--- src/rtl/vsign_ctx_queue_pkg.sv ---
// Shared definitions for the vector FMA sign-context queue: rounding-mode
// encodings and the bit layout of one lane's queued context.
package vsign_ctx_queue_pkg;

  typedef enum logic [2:0] {
    RM_RNE = 3'd0,
    RM_RTZ = 3'd1,
    RM_RDN = 3'd2,
    RM_RUP = 3'd3,
    RM_RMM = 3'd4
  } rm_e;

  // Per-lane context field offsets
  localparam int unsigned S_TMP   = 0;
  localparam int unsigned FINAL_M = 1;
  localparam int unsigned EN      = 2;
  localparam int unsigned CTX_W   = 3;

endpackage

--- src/rtl/vsign_lane_resolve.sv ---
// Resolves one lane's final FMA sign from its queued context and the
// magnitude information returned by the mantissa datapath.
module vsign_lane_resolve (
  input  logic s_tmp,
  input  logic final_m,
  input  logic en,
  input  logic diff_neg,
  input  logic zero,
  input  logic rdn,
  output logic sign
);

  always_comb begin
    sign = 1'b0;
    if (!en) begin
      sign = 1'b0;
    end else if (final_m) begin
      sign = s_tmp;
    end else if (zero) begin
      // Exact cancellation: -0 only when rounding down
      sign = rdn;
    end else begin
      sign = s_tmp ^ diff_neg;
    end
  end

endmodule

--- src/rtl/vsign_ctx_queue.sv ---
// Vector FMA sign handler: computes sign context at issue, holds it in order
// until the datapath returns magnitude info, then emits the resolved sign.
module vsign_ctx_queue
  import vsign_ctx_queue_pkg::*;
#(
  parameter int unsigned LANES = 4,
  parameter int unsigned DEPTH = 8,
  parameter int unsigned RM_W  = 3
) (
  input  logic                     clk,
  input  logic                     rst,
  input  logic                     in_valid,
  output logic                     in_ready,
  input  logic [LANES-1:0]         in_sa,
  input  logic [LANES-1:0]         in_sb,
  input  logic [LANES-1:0]         in_sc,
  input  logic [LANES-1:0]         in_lane_en,
  input  logic                     in_neg_prod,
  input  logic                     in_neg_add,
  input  logic [RM_W-1:0]          in_rm,
  output logic [LANES-1:0]         issue_eff_sub,
  input  logic                     res_valid,
  input  logic [LANES-1:0]         res_diff_neg,
  input  logic [LANES-1:0]         res_zero,
  output logic                     sign_valid,
  output logic [LANES-1:0]         sign_out,
  output logic [$clog2(DEPTH):0]   q_count,
  output logic                     underflow_err
);

  localparam int unsigned PTR_W = $clog2(DEPTH);
  localparam int unsigned CNT_W = PTR_W + 1;
  localparam logic [CNT_W-1:0] DEPTH_CNT = CNT_W'(DEPTH);

  logic [LANES-1:0] prod_sign, add_sign, eff_sub;
  logic [LANES-1:0][CTX_W-1:0] wr_ctx, rd_ctx;
  logic [LANES-1:0][CTX_W-1:0] ctx_mem [DEPTH];
  logic [RM_W-1:0]             rm_mem  [DEPTH];

  logic [PTR_W-1:0] wr_ptr_q, rd_ptr_q;
  logic [CNT_W-1:0] q_count_q, q_count_d;
  logic             sign_valid_q, underflow_q;
  logic [LANES-1:0] sign_out_q, resolved;
  logic             push, pop, rd_rdn;

  assign prod_sign     = in_sa ^ in_sb ^ {LANES{in_neg_prod}};
  assign add_sign      = in_sc ^ {LANES{in_neg_add}};
  assign eff_sub       = prod_sign ^ add_sign;
  assign issue_eff_sub = eff_sub & in_lane_en;

  always_comb begin
    wr_ctx = '0;
    for (int i = 0; i < LANES; i++) begin
      wr_ctx[i][S_TMP]   = prod_sign[i];
      wr_ctx[i][FINAL_M] = ~eff_sub[i];
      wr_ctx[i][EN]      = in_lane_en[i];
    end
  end

  // An empty queue never pops, even if a push lands in the same cycle
  assign pop      = res_valid & (q_count_q != '0);
  assign in_ready = (q_count_q < DEPTH_CNT) | pop;
  assign push     = in_valid & in_ready;

  always_comb begin
    q_count_d = q_count_q;
    case ({push, pop})
      2'b10:   q_count_d = q_count_q + 1'b1;
      2'b01:   q_count_d = q_count_q - 1'b1;
      default: q_count_d = q_count_q;
    endcase
  end

  always_ff @(posedge clk) begin
    if (push) begin
      ctx_mem[wr_ptr_q] <= wr_ctx;
      rm_mem[wr_ptr_q]  <= in_rm;
    end
  end

  assign rd_ctx = ctx_mem[rd_ptr_q];
  assign rd_rdn = (rm_mem[rd_ptr_q] == RM_W'(RM_RDN));

  for (genvar g = 0; g < LANES; g++) begin : g_lane
    vsign_lane_resolve u_resolve (
      .s_tmp   (rd_ctx[g][S_TMP]),
      .final_m (rd_ctx[g][FINAL_M]),
      .en      (rd_ctx[g][EN]),
      .diff_neg(res_diff_neg[g]),
      .zero    (res_zero[g]),
      .rdn     (rd_rdn),
      .sign    (resolved[g])
    );
  end

  always_ff @(posedge clk or posedge rst) begin
    if (rst) begin
      wr_ptr_q     <= '0;
      rd_ptr_q     <= '0;
      q_count_q    <= '0;
      sign_valid_q <= 1'b0;
      sign_out_q   <= '0;
      underflow_q  <= 1'b0;
    end else begin
      if (push) wr_ptr_q <= wr_ptr_q + 1'b1;
      if (pop) begin
        rd_ptr_q   <= rd_ptr_q + 1'b1;
        sign_out_q <= resolved;
      end
      q_count_q    <= q_count_d;
      sign_valid_q <= pop;
      if (res_valid && (q_count_q == '0)) underflow_q <= 1'b1;
    end
  end

  assign sign_valid    = sign_valid_q;
  assign sign_out      = sign_out_q;
  assign q_count       = q_count_q;
  assign underflow_err = underflow_q;

endmodule
--- config.mk ---
export PLATFORM = sky130hd
export DESIGN_NAME = vsign_ctx_queue
export DESIGN_NICKNAME = d
export VERILOG_FILES = /design/src/rtl/vsign_ctx_queue_pkg.sv /design/src/rtl/vsign_lane_resolve.sv /design/src/rtl/vsign_ctx_queue.sv
export SDC_FILE = /design/constraint.sdc
export NUM_CORES = 1
export LEC_CHECK = 0
export CAP_MARGIN = 0
export CORE_AREA = 4 4 105 107
export DETAILED_ROUTE_END_ITERATION = 6
export DIE_AREA = 0 0 109 111
export PLACE_DENSITY_LB_ADDON = 0.3
export SLEW_MARGIN = 10
export SYNTH_ARGS = -nofsm -noshare
export SYNTH_HDL_FRONTEND = slang
export SYNTH_HIERARCHICAL = 1
export SYNTH_SLANG_ARGS = --single-unit
--- constraint.sdc ---
create_clock -name clk -period 3.14 [get_ports clk]
set_clock_uncertainty 0.05 [all_clocks]
set_input_delay 0.628 -clock clk [delete_from_list [all_inputs] [get_ports clk]]
set_output_delay 0.628 -clock clk [all_outputs]
set_load 0.03 [all_outputs]
# Word-level counts from Yosys, hierarchy flattened

Memories as Yosys holds them, arrays and structs flattened.
Index checks and enable logic that the tools add are counted.

Register bits after elaboration: 16
Word-level logic and storage cells: 51
Memories kept: 2
Memory bits (writable): 120
Output and inout port bits: 15
Input port bits: 33

Memory list:

| name    | depth | width | rd ports | clocked after memory_dff | wr ports | RTL line              | RTL |
|---|---|---|---|---|---|---|---|
| ctx_mem | 8     | 12    | 1        | 0                        | 1        | vsign_ctx_queue.sv:37 | `logic [LANES-1:0][CTX_W-1:0] ctx_mem [DEPTH];` |
| rm_mem  | 8     | 3     | 1        | 0                        | 1        | vsign_ctx_queue.sv:38 | `logic [RM_W-1:0] rm_mem [DEPTH];` |

Muxes and demuxes: 15
Order comparisons: 1
Bitwise gates (word level): 16
Equal/unequal tests: 3
$add $sub $neg: 4
Reduce and logical (&&, ||, !) cells: 4

Operators by type and width:

| kind                  | number |
|---|---|
| $xor A4 B4 Y4         | 4 |
| $mux W1               | 14 |
| $pmux W4 S2           | 1 |
| $add A3 B1 Y3 const B | 2 |
| $add A4 B1 Y4 const B | 1 |
| $and A4 B4 Y4         | 1 |
| $logic_not A4 Y1      | 1 |
| $lt A4 B4 Y1 const B  | 1 |
| $not A1 Y1            | 4 |
| $reduce_bool A4 Y1    | 1 |
| $sub A4 B1 Y4 const B | 1 |
| $xor A1 B1 Y1         | 4 |
| $eq A3 B2 Y1 const B  | 1 |
| $and A1 B1 Y1         | 2 |
| $eq A2 B1 Y1 const B  | 1 |
| $eq A2 B2 Y1 const B  | 1 |
| $reduce_bool A2 Y1    | 1 |
| $logic_and A1 B1 Y1   | 1 |
| $or A1 B1 Y1          | 1 |

# Depth between registers and ports, before layout

Gate-level depths: netlist of the first run.

Depth after elaboration: 6
Depth in mapped cells: 11
Depth with buffers taken out: 10

# Hierarchy

Netlist of the first run, hierarchy kept.

By module, submodules not included:

| module             | seq. area each (µm²) | area an instance (µm²) | times used | cells each |
|---|---|---|---|---|
| vsign_ctx_queue    | 4003.8               | 5449.0                 | 1          | 279 |
| vsign_lane_resolve | 0.0                  | 41.3                   | 4          | 6 |

# Worst setup path after synthesis of the first run

Ideal clock, no wire load.

Kind: input port to flip-flop
From: in res_valid
To: mem ctx_mem[0][0] (netlist bit) (enable)
Path slack: 126 ps
Data required time: 2684 ps
Setup time: 406 ps
Arrival time: 2558 ps
Buffers on the path: 0
Stages: 4
Cells stage by stage: nand2b_1 -> nand2_1 -> or2_2 -> nor3_1

Cells in the longest elaborated chain, start to end: 5

RTL lines:

| what                          | RTL line              | RTL |
|---|---|---|
| start: declaration            | vsign_ctx_queue.sv:22 | `input logic res_valid,` |
| $and A1 B1 Y1                 | vsign_ctx_queue.sv:61 | `assign pop = res_valid & (q_count_q != '0);` |
| $or A1 B1 Y1                  | vsign_ctx_queue.sv:62 | `assign in_ready = (q_count_q < DEPTH_CNT) \| pop;` |
| $and A1 B1 Y1                 | vsign_ctx_queue.sv:63 | `assign push = in_valid & in_ready;` |
| $mux W1                       | vsign_ctx_queue.sv:75 | `if (push) begin` |
| $mux W1 (implied by the code) | vsign_ctx_queue.sv:76 | `ctx_mem[wr_ptr_q] <= wr_ctx;` |
| end: declaration              | vsign_ctx_queue.sv:37 |  |

No other way between the ends.

# Worst setup path after layout of the first run

From: in in_neg_prod
To: out issue_eff_sub[0]

Cells in the longest elaborated chain, start to end: 3

RTL lines:

| what               | RTL line              | RTL |
|---|---|---|
| start: declaration | vsign_ctx_queue.sv:18 | `input logic in_neg_prod,` |
| $xor A4 B4 Y4      | vsign_ctx_queue.sv:46 | `assign prod_sign = in_sa ^ in_sb ^ {LANES{in_neg_prod}};` |
| via prod_sign[0]   | vsign_ctx_queue.sv:35 | `logic [LANES-1:0] prod_sign, add_sign, eff_sub;` |
| $xor A4 B4 Y4      | vsign_ctx_queue.sv:48 | `assign eff_sub = prod_sign ^ add_sign;` |
| $and A4 B4 Y4      | vsign_ctx_queue.sv:49 | `assign issue_eff_sub = eff_sub & in_lane_en;` |
| end: declaration   | vsign_ctx_queue.sv:21 | `output logic [LANES-1:0] issue_eff_sub,` |

The timed path passes the listed nets, and every way through them passes these cells.

==> impl_metrics.yaml, run 1 <==
outcome:
  status: "completed"
placed_design:
  place.gp.congestion: 0.7462
  dp_hpwl_mm: 6.351
  portBuffers: 47
cells_and_area:
  nets: 414
  drive_gt1_frac: 0.2288
  num_antenna_cells: 0
  syn_to_final_growth_pct: 23.89
floorplan:
  die-area_sq_mm: 0.01210
  coreArea_sq_mm: 0.01014
  die_h_um: 111
  boundaryPins: 48
  floorplan.initialDensity: 0.5537
  rows: 37
  fp.dieW_um: 109
yosys:
  synthesis.area_sq_mm: 0.005614
  ys_seq_elements: 136
  synthesis.nets: 341
  avgSynthCellArea_sq_um: 18.53
  ys_types: 39
  yosysSeqAreaShare: 0.7132
  yosys_warnings: 6
  syn_inst: 303
routing:
  avgViaCountPerCell: 5.655
  drt_pass1_iterations: 4
  drtIter0Drc: 164
  wl_per_cell_um: 20.61
  wl_mm: 10.82
  num_vias: 2969
  ant_nets: 0
  drc: 0
clock_tree:
  root_buffer: "clkbuf_8"
  cts_tree: "built"
  htree_num_levels: 4
  clkTransAtPathRegs_ns: 0.06
  cts.sinks: 136
  clock_latency_ns: 0.52
  hold_buffers: 0
  numCtsBuffers: 17
  cts_setup_buffers: 0
  cts_buffer_depth: 2
setup_path:
  endpoint: "issue_eff_sub[0]"
  critPathLaunchType: "input port"
  regToRegSetupSlack_ns: 0.49
  cp_max_fo: 9
  critPathKind: "input port to output port"
  crit_arrival_ns: 2.23
  rr_worst_depth: 8
  crit_path_end_kind: "output port"
  regToRegStartpoint: "rd_ptr_q[0]"
  cp.required_ns: 2.46
  worstSetupStartpoint: "in_neg_prod"
  reg2reg_to: "sign_out[2]"
pwr:
  switching_share: 0.2952
  p_comb_frac: 0.293
  seqPwrFrac: 0.388
  power.switching_mw: 1.890
  clock_power_share: 0.319
  p_int_mw: 4.512
  pwr_density_cell_mw_per_mm2: 920.4
  ir_worst_vdd_mv: 0.5204
  total_leakage_power_nw: 2.414
sta:
  rsz0062_at_grt: "no"
  hold_slack_ns: 0.4105
  finalSetupViolCount: 0
  worst_pin_slew_ns: 0.6255
  fmax_ghz: 0.3436
  min_period_over_period: 0.9268
  timing.slew.headroom: 0.5800
  hold_viol: 0
  maxSlewViolCount: 0
  finalSetupTns_ns: 0
  fin_crit_ns: 2.910
global_route:
  grt_pass1_vias: 3065
  antenna_found_initial: 0
  grt_usage: 0.1948
  grt_max_degree: 31
  grt-ovfl-total: 0
  grt_pass1_wl_mm: 17.02
worst_hold_path:
  hold_path_class: "flop to flop"
flow_run:
  max-cap-violations: 0
timing repair:
item | 4_1_cts | 5_1_grt
resized for setup | 0 | 1
setup endpoints to repair | 0 | 1
endpoints found under the hold margin | 0 | 0
power groups by stage:
stage,clock [mW],combinational [mW],sequential [mW]
after floorplan,0,1.23,2.56
after global placement,0,1.82,2.50
after detailed placement,0,1.87,2.52
after CTS,2.07,1.90,2.49
after global routing,2.16,2.03,2.51
final,2.04,1.88,2.48
through the flow:
| stage | util | instance area [sq um] | setup WS [ns] | instances | total power, mW |
|---|---|---|---|---|---|
| detailed placement | 0.6245 | 6331 | 0.1927 | 493 | 4.385 |
| CTS | 0.6853 | 6948 | 0.1786 | 525 | 6.464 |
| finish | 0.6860 | 6955 | 0.2299 | 525 | 6.402 |
| global route | 0.6860 | 6955 | 0.08971 | 525 | 6.708 |
| floorplan | - | 5614 | 0.1262 | 303 | 3.786 |
| global placement | 0.6245 | 6331 | 0.1976 | 493 | 4.322 |
Yosys cell counts:
cell	n	area, sq um
xnor2_1	16	140.1
nor3_1	2	10.01
clkbuf_1	3	11.26
nor2_1	11	41.29
o211ai_1	4	30.03
or4b_1	1	10.01
nor3b_2	4	50.05
buf_6	3	33.78
edfxtp_1	120	3603
nand2b_1	4	25.02
and3b_1	1	8.760
or2b_1	4	30.03
or4bb_1	1	11.26
nand3_1	3	15.01
inv_2	1	3.750
a21o_1	1	7.510
mux4_2	13	292.8
ha_1	5	62.56
nor4b_1	4	35.03
buf_1	1	3.750
nor3b_1	1	7.510
o21ai_1	4	20.02
inv_1	1	3.750
nor2b_1	5	31.28
buf_2	3	15.01
a21oi_1	6	30.03
xor2_1	8	70.07
o21ai_0	2	10.01
a211oi_1	1	7.510
mux4_1	11	289.0
nand2_1	20	75.07
nor4_1	2	12.51
buf_4	1	7.510
nand3b_1	1	7.510
o31ai_1	1	7.510
dfrtp_1	16	400.4
or2_2	1	6.260
nor4bb_1	3	30.03
mux2_2	14	157.7
cell type report:
type	count	area (sq um)
flip-flops and latches	136	4004
fillers	642	3183
multi-input cells	154	1549
repair buffers	65	608.1
clock buffers	18	417.9
clock inverters	14	198.9
well taps	136	170.2
inverters	2	7.507
per-layer routing:
metal | part of all wire | track usage | vias up
met5 | 0 | 0 | -
met4 | 0.015 | 0.07492 | 0
li1 | - | - | 1349
met2 | 0.52 | 0.3112 | 108
met3 | 0.063 | 0.04892 | 12
met1 | 0.41 | 0.2569 | 1500
logic make-up after synthesis:
family / share of synthesized area
flip-flops: 0.7132
AND/OR/NAND/NOR: 0.07243
multiplexers: 0.1317
XOR/XNOR: 0.03744
AO/OA/AOI/OAI: 0.02006
buffers and inverters: 0.01404
adder cells (fa/ha/maj): 0.01114
worst min-delay path by stage:
| stage | startpoint | end | slack, ns | depth (start not counted) |
|---|---|---|---|---|
| after global placement | underflow_err | underflow_err | 0.39 | 1 |
| after floorplan | wr_ptr_q[0] | wr_ptr_q[0] | 0.44 | 2 |
| final | underflow_err | underflow_err | 0.41 | 1 |
| after CTS | underflow_err | underflow_err | 0.41 | 1 |
| after detailed placement | underflow_err | underflow_err | 0.40 | 1 |
| after global routing | underflow_err | underflow_err | 0.43 | 1 |
layout by cell type, fill, tap and decap left out, types with 3 or more instances in the layout:
master | Yosys | routed
o21ai_1 | 4 | 4
nand2_1 | 20 | 20
or2b_1 | 4 | 4
edfxtp_1 | 120 | 120
xor2_1 | 8 | 8
xnor2_1 | 16 | 15
mux2_2 | 14 | 14
clkinv_4 | 0 | 3
ha_1 | 5 | 5
clkdlybuf4s50_1 | 0 | 43
mux4_2 | 13 | 13
clkinvlp_4 | 0 | 4
nand3_1 | 3 | 3
mux4_1 | 11 | 11
nor2_1 | 11 | 11
clkbuf_16 | 0 | 16
buf_4 | 1 | 21
bufinv_16 | 0 | 4
a21oi_1 | 6 | 6
dfrtp_1 | 16 | 16
o211ai_1 | 4 | 4
nor3b_2 | 4 | 4
nor4b_1 | 4 | 4
nor2b_1 | 5 | 5
nand2b_1 | 4 | 4
nor4bb_1 | 3 | 3
sequential cells by signal, summed over array words and instances (netlist names):
| register | count |
|---|---|
| wr_ptr_q | 3 |
| sign_out | 4 |
| underflow_err | 1 |
| q_count | 4 |
| sign_valid | 1 |
| rd_ptr_q | 3 |
| ctx_mem | 96 |
| rm_mem | 24 |
worst max-delay path: stages:
cell and delay [ns]:
clkdlybuf4s50_1 0.62, xnor2_1 0.15, xnor2_1 0.54, nor2b_1 0.10
buf_4 0.19
Power figures use the tool's default switching activity.
==> run 2: changes to the inputs <==
- CORE_AREA: 4 4 105 107 -> 4 4 109 111
- DIE_AREA: 0 0 109 111 -> 0 0 113 115
- clock period: 3.14 -> 2.4 ns (I/O delays scaled with it)
==> run 2 against run 1 <==
Compared with the run above:
- die area rose by 7.4%
- final area rose by 2.4%
- worst hold slack got worse by 0.12 ns
- sequential power rose by 31%
- utilization fell by 2.6 points
- power rose by 31%
- register-to-register slack got worse by 0.32 ns
- largest cell class unchanged
- worst setup slack got worse by 0.21 ns
- cell count rose by 4.6%
- wire length rose by 0.18%
- global-route usage fell by 1.1 points
- critical path depth did not move
==> impl_metrics.yaml, run 2 (synthesis gave the netlist of run 1 again) <==
sta:
  finalSetupTns_ns: 0
  worst_pin_slew_ns: 0.6047
  finalSetupViolCount: 0
  timing.slew.headroom: 0.5964
  rsz0062_at_grt: "yes"
  fmax_ghz: 0.4197
  hold_slack_ns: 0.2893
  hold_viol: 0
  min_period_over_period: 0.9927
  maxSlewViolCount: 0
  timing.final.ws_setup_ns: 0.01750
  fin_crit_ns: 2.383
setup_path:
  crit_path_end_kind: "output port"
  critical_path.max_stage_delay_ns: 0.50
  path_cells: "clkdlybuf4s50_1, xnor2_1, xnor2_2, nor2b_1, buf_4"
  crit_slowest_cell: "clkdlybuf4s50_1"
  critPathKind: "input port to output port"
  crit_arrival_ns: 1.85
  critPathLaunchType: "input port"
  cp.required_ns: 1.87
  cp_max_fo: 4
placed_design:
  place_ws_ns: -0.06304
  place.gp.congestion: 0.7580
  portBuffers: 47
  dp_hpwl_mm: 7.231
clock_tree:
  clkTransAtPathRegs_ns: 0.06
  htree_num_levels: 4
  numCtsBuffers: 17
  hold_buffers: 0
  cts_buffer_depth: 2
  cts_tree: "built"
  cts.sinks: 136
  root_buffer: "clkbuf_8"
  clock_latency_ns: 0.52
  cts_setup_buffers: 0
  cts_resized: 0
flow_run:
  max-cap-violations: 0
global_route:
  grt-ovfl-total: 0
  grt_max_degree: 31
  grt_pass1_vias: 3217
  grt_usage: 0.1841
  antenna_found_initial: 0
  grt_pass1_wl_mm: 17.57
routing:
  drt_pass1_iterations: 4
  wl_per_cell_um: 19.75
  wl_mm: 10.84
  drtIter0Drc: 190
  num_vias: 3034
  ant_nets: 0
  avgViaCountPerCell: 5.526
  drc: 0
cells_and_area:
  syn_to_final_growth_pct: 26.88
  layout_common_cells: "edfxtp_1 (120), clkdlybuf4s50_1 (42), buf_4 (39)"
  fillCellCount: 743
  nets: 434
  drive_gt1_frac: 0.2738
  largest_reg_flops: 96
  num_antenna_cells: 0
  largest_register: "ctx_mem"
  final_common_cell: "edfxtp_1"
  largestRegisters: "ctx_mem: 96 flops, rm_mem: 24 flops"
floorplan:
  rows: 38
  fp.dieW_um: 113
  floorplan.initialDensity: 0.5202
  die-area_sq_mm: 0.01300
  boundaryPins: 48
  die_h_um: 115
  coreArea_sq_mm: 0.01079
pwr:
  pwr_density_cell_mw_per_mm2: 1174
  ir_worst_vdd_mv: 0.6426
  total_leakage_power_nw: 2.524
worst_hold_path:
  hold_path_class: "input port to asynchronous set/reset pin"
outcome:
  status: "completed"
run 2: cell types whose count changed in the layout (fill, tap and decap cells not counted), moves of 2 or more:
cell        change
clkbuf_8        +3
dfrtp_2         +3
bufinv_16       -2
dfrtp_1         -3
buf_12          +3
buf_4          +18
clkinvlp_4      -3
clkbuf_1        +2
run 2: path summary, 6_finish.rpt:
| path | from | end | slack (ns) | cells past startpoint |
|---|---|---|---|---|
| max | in_neg_prod | issue_eff_sub[3] | 0.02 | 5 |
| min | rst | sign_out[0] | 0.29 | 2 |
| max reg2reg | q_count[1] | q_count[2] | 0.17 | 10 |
| min reg2reg | underflow_err | underflow_err | 0.40 | 1 |
| max in group asynchronous | rst | q_count[1] | 1.58 | 2 |
| min in group clk | underflow_err | underflow_err | 0.40 | 1 |
run 2: where the power goes:
group          switching (mW)  internal [mW]
clock                   0.937           1.57
sequential              0.198           3.04
combinational            1.31           1.30
run 2: per-layer routing:
metal | vias up | track usage | part of all wire
li1 | 1387 | - | -
met1 | 1515 | 0.2353 | 0.40
met2 | 114 | 0.3017 | 0.50
met3 | 18 | 0.05368 | 0.076
met4 | 0 | 0.06971 | 0.019
met5 | - | 0 | 0
run 2: critical path: cells and delay by family:
kind	cells	cell delay (ns)
buf+inv	2	0.66
simple gates	1	0.13
xor+xnor	2	0.57
run 2: area by class of cell:
type                            instances  area (sq um)  share of cell area
Sequential cell                       136          4008              0.5626
Multi-Input combinational cell        154          1556              0.2185
Timing Repair Buffer                   85         793.3              0.1114
Clock buffer                           23         466.7             0.06552
Tap cell                              140         175.2             0.02459
Clock inverter                          9         116.4             0.01634
Inverter                                2         7.507            0.001054
run 2: stage by stage:
step	cell area (sq um)	total power [mW]	cells	utilization
floorplan	5627	4.965	303	-
global placement	6524	5.840	517	0.6045
detailed placement	6524	5.917	517	0.6045
CTS	7107	8.438	549	0.6585
global route	7123	8.783	549	0.6600
finish	7123	8.362	549	0.6600
